## src/rtl/div8_seq_ctrl.sv

```systemverilog
// Restoring 8-bit divider controller that steps an external ripple subtractor once per clock.
// Optional build macro DIV8_SIGNED_EN selects two's-complement operands and signed results.
module div8_seq_ctrl (
  input  logic       Clk,
  input  logic       Rst,
  input  logic       Start,
  input  logic [7:0] Dividend,
  input  logic [7:0] Divisor,
  output logic       Busy,
  output logic       Done,
  output logic [7:0] Quotient,
  output logic [7:0] Remainder,
  output logic       DivByZero,
  output logic [7:0] SubA,
  output logic [7:0] SubB,
  output logic       SubCin,
  input  logic [7:0] SubS,
  input  logic       SubCout
);

  typedef enum logic [1:0] {
    IDLE = 2'd0,
    ITER = 2'd1,
    DONE = 2'd2
  } state_t;

  state_t     state_r, state_s;
  logic [7:0] rem_r, quo_r, div_r;
  logic [2:0] cnt_r;
  logic       accept_s;
  logic [7:0] rem_next_s, quo_next_s;
  logic [7:0] dividend_mag_s, divisor_mag_s;
  logic [7:0] quo_res_s, rem_res_s;

  function automatic logic [7:0] neg8(input logic [7:0] v);
    neg8 = (~v) + 8'd1;
  endfunction

`ifdef DIV8_SIGNED_EN
  logic q_neg_r, r_neg_r;

  assign dividend_mag_s = Dividend[7] ? neg8(Dividend) : Dividend;
  assign divisor_mag_s  = Divisor[7]  ? neg8(Divisor)  : Divisor;
  assign quo_res_s      = q_neg_r ? neg8(quo_next_s) : quo_next_s;
  assign rem_res_s      = r_neg_r ? neg8(rem_next_s) : rem_next_s;

  // Operand signs captured at acceptance drive the final result correction.
  always_ff @(posedge Clk or posedge Rst) begin
    if (Rst) begin
      q_neg_r <= 1'b0;
      r_neg_r <= 1'b0;
    end else if (state_r == IDLE && Start) begin
      q_neg_r <= Dividend[7] ^ Divisor[7];
      r_neg_r <= Dividend[7];
    end
  end
`else
  assign dividend_mag_s = Dividend;
  assign divisor_mag_s  = Divisor;
  assign quo_res_s      = quo_next_s;
  assign rem_res_s      = rem_next_s;
`endif

  assign Busy   = (state_r != IDLE);
  assign Done   = (state_r == DONE);
  assign SubCin = 1'b0;

  // State register.
  always_ff @(posedge Clk or posedge Rst) begin
    if (Rst) begin
      state_r <= IDLE;
    end else begin
      state_r <= state_s;
    end
  end

  // Next-state, subtractor operands and one trial step of the restoring division.
  always_comb begin
    state_s    = state_r;
    SubA       = 8'd0;
    SubB       = 8'd0;
    accept_s   = 1'b0;
    rem_next_s = rem_r;
    quo_next_s = quo_r;
    case (state_r)
      IDLE: begin
        if (Start) begin
          if (Divisor == 8'd0) begin
            state_s = DONE;
          end else begin
            state_s = ITER;
          end
        end else begin
          state_s = IDLE;
        end
      end
      ITER: begin
        SubA = {rem_r[6:0], quo_r[7]};
        SubB = div_r;
        // A set R[7] means the 9-bit trial already exceeds any divisor.
        accept_s = rem_r[7] | ~SubCout;
        if (accept_s) begin
          rem_next_s = SubS;
          quo_next_s = {quo_r[6:0], 1'b1};
        end else begin
          rem_next_s = {rem_r[6:0], quo_r[7]};
          quo_next_s = {quo_r[6:0], 1'b0};
        end
        if (cnt_r == 3'd7) begin
          state_s = DONE;
        end else begin
          state_s = ITER;
        end
      end
      DONE: begin
        state_s = IDLE;
      end
      default: begin
        state_s = IDLE;
      end
    endcase
  end

  // Working registers and held results.
  always_ff @(posedge Clk or posedge Rst) begin
    if (Rst) begin
      rem_r     <= 8'd0;
      quo_r     <= 8'd0;
      div_r     <= 8'd0;
      cnt_r     <= 3'd0;
      Quotient  <= 8'd0;
      Remainder <= 8'd0;
      DivByZero <= 1'b0;
    end else begin
      case (state_r)
        IDLE: begin
          if (Start && Divisor != 8'd0) begin
            rem_r <= 8'd0;
            quo_r <= dividend_mag_s;
            div_r <= divisor_mag_s;
            cnt_r <= 3'd0;
          end else if (Start) begin
            Quotient  <= 8'hFF;
            Remainder <= Dividend;
            DivByZero <= 1'b1;
          end
        end
        ITER: begin
          rem_r <= rem_next_s;
          quo_r <= quo_next_s;
          cnt_r <= cnt_r + 3'd1;
          if (cnt_r == 3'd7) begin
            Quotient  <= quo_res_s;
            Remainder <= rem_res_s;
            DivByZero <= 1'b0;
          end
        end
        default: begin
          cnt_r <= cnt_r;
        end
      endcase
    end
  end

endmodule
```

## config.mk

```make
export PLATFORM = sky130hd
export DESIGN_NAME = div8_seq_ctrl
export DESIGN_NICKNAME = d
export VERILOG_FILES = /design/src/rtl/div8_seq_ctrl.sv
export SDC_FILE = /design/constraint.sdc
export NUM_CORES = 1
export LEC_CHECK = 0
export ABC_CLOCK_PERIOD_IN_PS = 2200
export CORE_MARGIN = 10
export CORE_UTILIZATION = 45
export DETAILED_ROUTE_END_ITERATION = 10
export PLACE_DENSITY = 0.76
export SETUP_SLACK_MARGIN = 0.02
export SLEW_MARGIN = 40
export SYNTH_ARGS = -nofsm -noshare
export SYNTH_HDL_FRONTEND = slang
export SYNTH_SLANG_ARGS = --single-unit
```

## constraint.sdc

```tcl
create_clock -name Clk -period 2.2 [get_ports Clk]
set_input_delay 0.33 -clock Clk [delete_from_list [all_inputs] [get_ports Clk]]
set_output_delay 0.33 -clock Clk [all_outputs]
set_load 0.005 [all_outputs]
```

======== Word level (Yosys, flattened, before mapping) ========
Cells that the tools add are included.
storage, ports and cells
  bits in registers ....................... 46
  input bits .............................. 28
  output and inout bits ................... 36
  word-level logic and storage cells ...... 53
cells by class
  add/sub/neg operators ................... 1
  equal/unequal tests ..................... 7
  multiplexer cells ....................... 26
  bitwise operators ....................... 2
  reductions and logical operators ........ 9
operator list
  operator                                                          count
  8-bit two-way mux                                                 11
  8-bit one-hot mux with 2 select lines                             4
  8-bit zero test                                                   1
  2-bit inequality test (second input constant)                     4
  8-bit nonzero test                                                1
  2-bit two-way mux                                                 3
  3-bit one-hot mux with 2 select lines                             1
  1-bit two-way mux                                                 4
  2-bit one-hot mux with 2 select lines                             1
  2-bit AND reduction                                               2
  4-bit AND reduction                                               1
  2-bit nonzero test                                                2
  3-bit by 1-bit adder with 3-bit output (second input constant)    1
  3-bit == test (second input constant)                             1
  3-bit two-way mux                                                 1
  2-bit by 1-bit == test with 1-bit output (second input constant)  1
  2-bit == test (second input constant)                             1
  2-bit zero test                                                   1
  1-bit one-hot mux with 2 select lines                             1
  1-bit logical AND                                                 1
  1-bit NOT                                                         1
  1-bit OR                                                          1

======== Logic depth before layout (Yosys ltp) ========
  depth after elaboration ................. 5
  mapped depth ............................ 7
  depth with buffers taken out ............ 6

======== Least setup slack after synthesis ========
OpenSTA, ideal clock, no wires.
  path type ............................... register to register
  start ................................... register state_r[0]
  end ..................................... register div_r[0]
  library setup time ...................... 125 ps
  arrival ................................. 1631 ps
  data required time ...................... 2075 ps
  slack ................................... 444 ps
  stages on the path, launching flop included .. 5
  buffers on the path ..................... 1
  clock period less this slack ............ 1756 ps
  cell sequence ........................... dfrtp_1 or3b_1 clkbuf_1 a21oi_2 mux2_2
between the ends
  word-level cells in the longest chain between the ends .. 2
ends and longest elaborated chain
  what                                  RTL line  RTL
  start: declaration                    27        state_t state_r, state_s;
  start signal: assignment              73        state_r <= state_s;
  2-bit zero test                       135       case (state_r)
  2-bit AND reduction (no source line)  -
  end signal: assignment                140       div_r <= divisor_mag_s;
  end: declaration                      28        logic [7:0] rem_r, quo_r, div_r;
Every way passes these cells.
A chain may end at the register's enable or synchronous reset.

======== Worst setup path after layout ========
  start ................................... register state_r[1]
  end ..................................... output port SubB[3]
between the ends
  word-level cells in the longest chain between the ends .. 2
ends and longest elaborated chain
  what                                      RTL line  RTL
  2-bit by 1-bit == test with 1-bit output  85        case (state_r)
  8-bit two-way mux                         85
  end: declaration                          15        output logic [7:0] SubB,
Every way passes these cells.

==> out/qor.yml <==
outcome:
  outcome: "complete, no violations"
grt:
  antenna_found_initial: 0
  grt.overflow.total: 0
  grt_pass1_wl_mm: 10.1
  grt_max_degree: 37
  grtUsageTotal_pct: 14.7
  first_global_vias: 2013
final_layout:
  drive_above_1_share_pct: 14.1
  finalNonFillerCells: 364
  post-route-cell-area_sq_um: 3220
  nets: 327
  antenna_cells: 0
  fill_cells: 414
  synthToLayoutAreaGrowth_pct: 40.6
critical_path:
  rr_worst_depth: 5
  reg2reg_to: "div_r[0]$_DFFE_PP0P_"
  arrival_ps: 1750
  startpoint_type: "flip-flop"
  end_kind: "primary output"
  r2r_slack_ps: 350
  critPathMaxFanout: 18
  cp.required_ps: 1870
  crit_type: "flip-flop to primary output"
  reg2reg_from: "state_r[0]$_DFF_PP0_"
cts:
  cts_tree: "done"
  htree_num_levels: 2
  cts_root_buffer: "clkbuf_8"
  cts_inserted_buffers: 5
  clk_latency_ps: 300
  clockBufferDepth: 2
  cts.sinks: 46
  clkSlewWorstSetupHoldPaths_ps: 80
  cts_hold_buf: 0
drt:
  firstDrtPassIters: 4
  routed_wl_mm: 6.29
  drc: 0
  avgRoutedWirePerCell_um: 17.3
  antenna_left: 0
  num_vias: 1989
  drt_iter0_drc: 157
  via_per_inst: 5.46
placement:
  io_buffers: 62
  gp_congestion: 0.773
  hpwl_mm: 4.54
  numPlacedInstances: 354
  placedInstanceArea_sq_um: 3090
hold_path:
  hold_class: "input pin to async pin"
die:
  core-area_sq_um: 4820
  fp.dieW_um: 91.3
  die_area_sq_um: 8340
  start_util_pct: 47.5
  ios: 64
  die_h_um: 91.3
  rows: 25
synthesis:
  syn-cell-area_sq_um: 2290
  yosys.area.top_type: "dfrtp_1"
  synth-seq-cells: 46
  synth_commonest_cells: "dfrtp_1 (46), nand2_1 (28), and2_1 (16), o211ai_1 (16), clkbuf_1 (15)"
  post-synth-top-count-cell: "dfrtp_1"
  syn_avg_cell_area_sq_um: 10.2
  netlist_instances: 225
  async_reset_ff_share_pct: 100
  yosysWarnings: 0
  synth_seq_area_share_pct: 50.3
  synth_cell_types: 36
  synth_area_leaders: "dfrtp_1 (50%), o211ai_1 (5.2%), nand2_1 (4.6%)"
  synth_top_area_share_pct: 50.3
  yosys_most_used_dff: "dfrtp_1"
  synth_edf_count: 0
  synth_nets: 255
pwr:
  leakage_uw: 0.00132
  total_power_uw: 4220
  ir_worst_vdd_v: 0.000749
  power_density_nw_per_um2: 1310
sta:
  relSlewSlack_pct: 66.4
  period_share_pct: 94.4
  finalHoldViolCount: 0
  worstMarginPinSlew_ps: 503
  fin_setup_tns_ps: 0
  slew_viol_final: 0
  fmax_ghz: 0.481
  post-route-min-period_ps: 2080
  skew_ps: 3.14
  setup_viol: 0
  rsz0062_at_grt: "false"
run:
  max_cap_viol_count: 0
==> per-layer routing <==
| layer | global-route usage, % | part of all wire, % | vias up |
|---|---|---|---|
| met1 | 18.2 | 44 | 949 |
| met3 | 6.58 | 8.1 | 4 |
| met4 | 3.92 | 0.60 | 0 |
| met5 | 0 | 0 | - |
| li1 | - | - | 974 |
| met2 | 22.5 | 47 | 62 |
==> through the flow <==
step | worst slack [ps] | util [%] | hold WS, ps
floorplan | 444 | - | 472
global placement | 38.3 | 64.2 | 475
detailed placement | 5.76 | 64.2 | 478
CTS | 48.3 | 66.1 | 401
global route | 46.6 | 66.8 | 433
finish | 123 | 66.8 | 388
==> sequential cells by signal, summed over array words and instances, names as in the netlist <==
register / flops
quo_r: 8
Remainder: 8
Quotient: 8
rem_r: 8
cnt_r: 3
state_r: 2
div_r: 8
DivByZero: 1
==> final cells by class <==
type	instances	area (sq um)	area share, %
Sequential cell	46	1150	35.8
Multi-Input combinational cell	157	1050	32.6
Timing Repair Buffer	85	848	26.4
Tap cell	67	83.8	2.60
Clock buffer	6	72.6	2.25
Clock inverter	1	7.51	0.233
Inverter	2	7.51	0.233
==> power by group <==
group          internal (uW)  switching [uW]  total, uW
Combinational           1280             932       2210
Sequential              1250             263       1510
Clock                    218             282        500
==> logic make-up (layout without fill, tap and decap cells) <==
kind of cell | count (synthesis) | after routing | synth area share [%]
and+or+nand+nor | 77 | 77 | 18.0
buffers and inverters | 22 | 94 | 4.26
muxes | 8 | 8 | 3.93
adders and majority gates | 2 | 2 | 1.09
AOI/OAI and AO/OA | 69 | 69 | 22.2
DFF | 46 | 46 | 50.3
other | 1 | 1 | 0.164
==> how the worst max path moves through the flow <==
stage | from | to | slack [ps] | cells after the start
5_1_grt | state_r[1]$_DFF_PP0_ | SubB[3] | 50 | 4
3_3_place_gp | Divisor[2] | Quotient[5]$_DFFE_PP0P_ | 40 | 5
2_1_floorplan | state_r[0]$_DFF_PP0_ | div_r[0]$_DFFE_PP0P_ | 440 | 4
6_report | state_r[1]$_DFF_PP0_ | SubB[3] | 120 | 4
4_1_cts | state_r[1]$_DFF_PP0_ | SubB[3] | 50 | 4
3_5_place_dp | Divisor[2] | Quotient[1]$_DFFE_PP0P_ | 6 | 5
==> critical path, stage by stage, from the launching register on <==
cell and delay [ps]:
dfrtp_1 460, nor2b_4 170, buf_12 150, and2_1 140, clkdlybuf4s50_1 520
==> cell usage in the layout (no fill, tap or decap), drive strengths merged, types with 7 or more instances in the layout <==
cell	count
a21oi	8
o211ai	16
clkbuf	7
and3b	8
o22a	8
o22ai	7
a211oi	8
o31ai	8
clkdlybuf4s50	62
buf	22
mux2	8
o311ai	8
dfrtp	46
nand2	28
and2	16
nor2	10
==> timing repair <==
action / 4_1_cts / 5_1_grt
setup buffers: 1 / 1
endpoints found under the setup margin: 1 / 11
cloned: 0 / 1
endpoints found under the hold margin: 0 / 0
resized for setup: 0 / 1
Power figures use the tool's default switching activity.
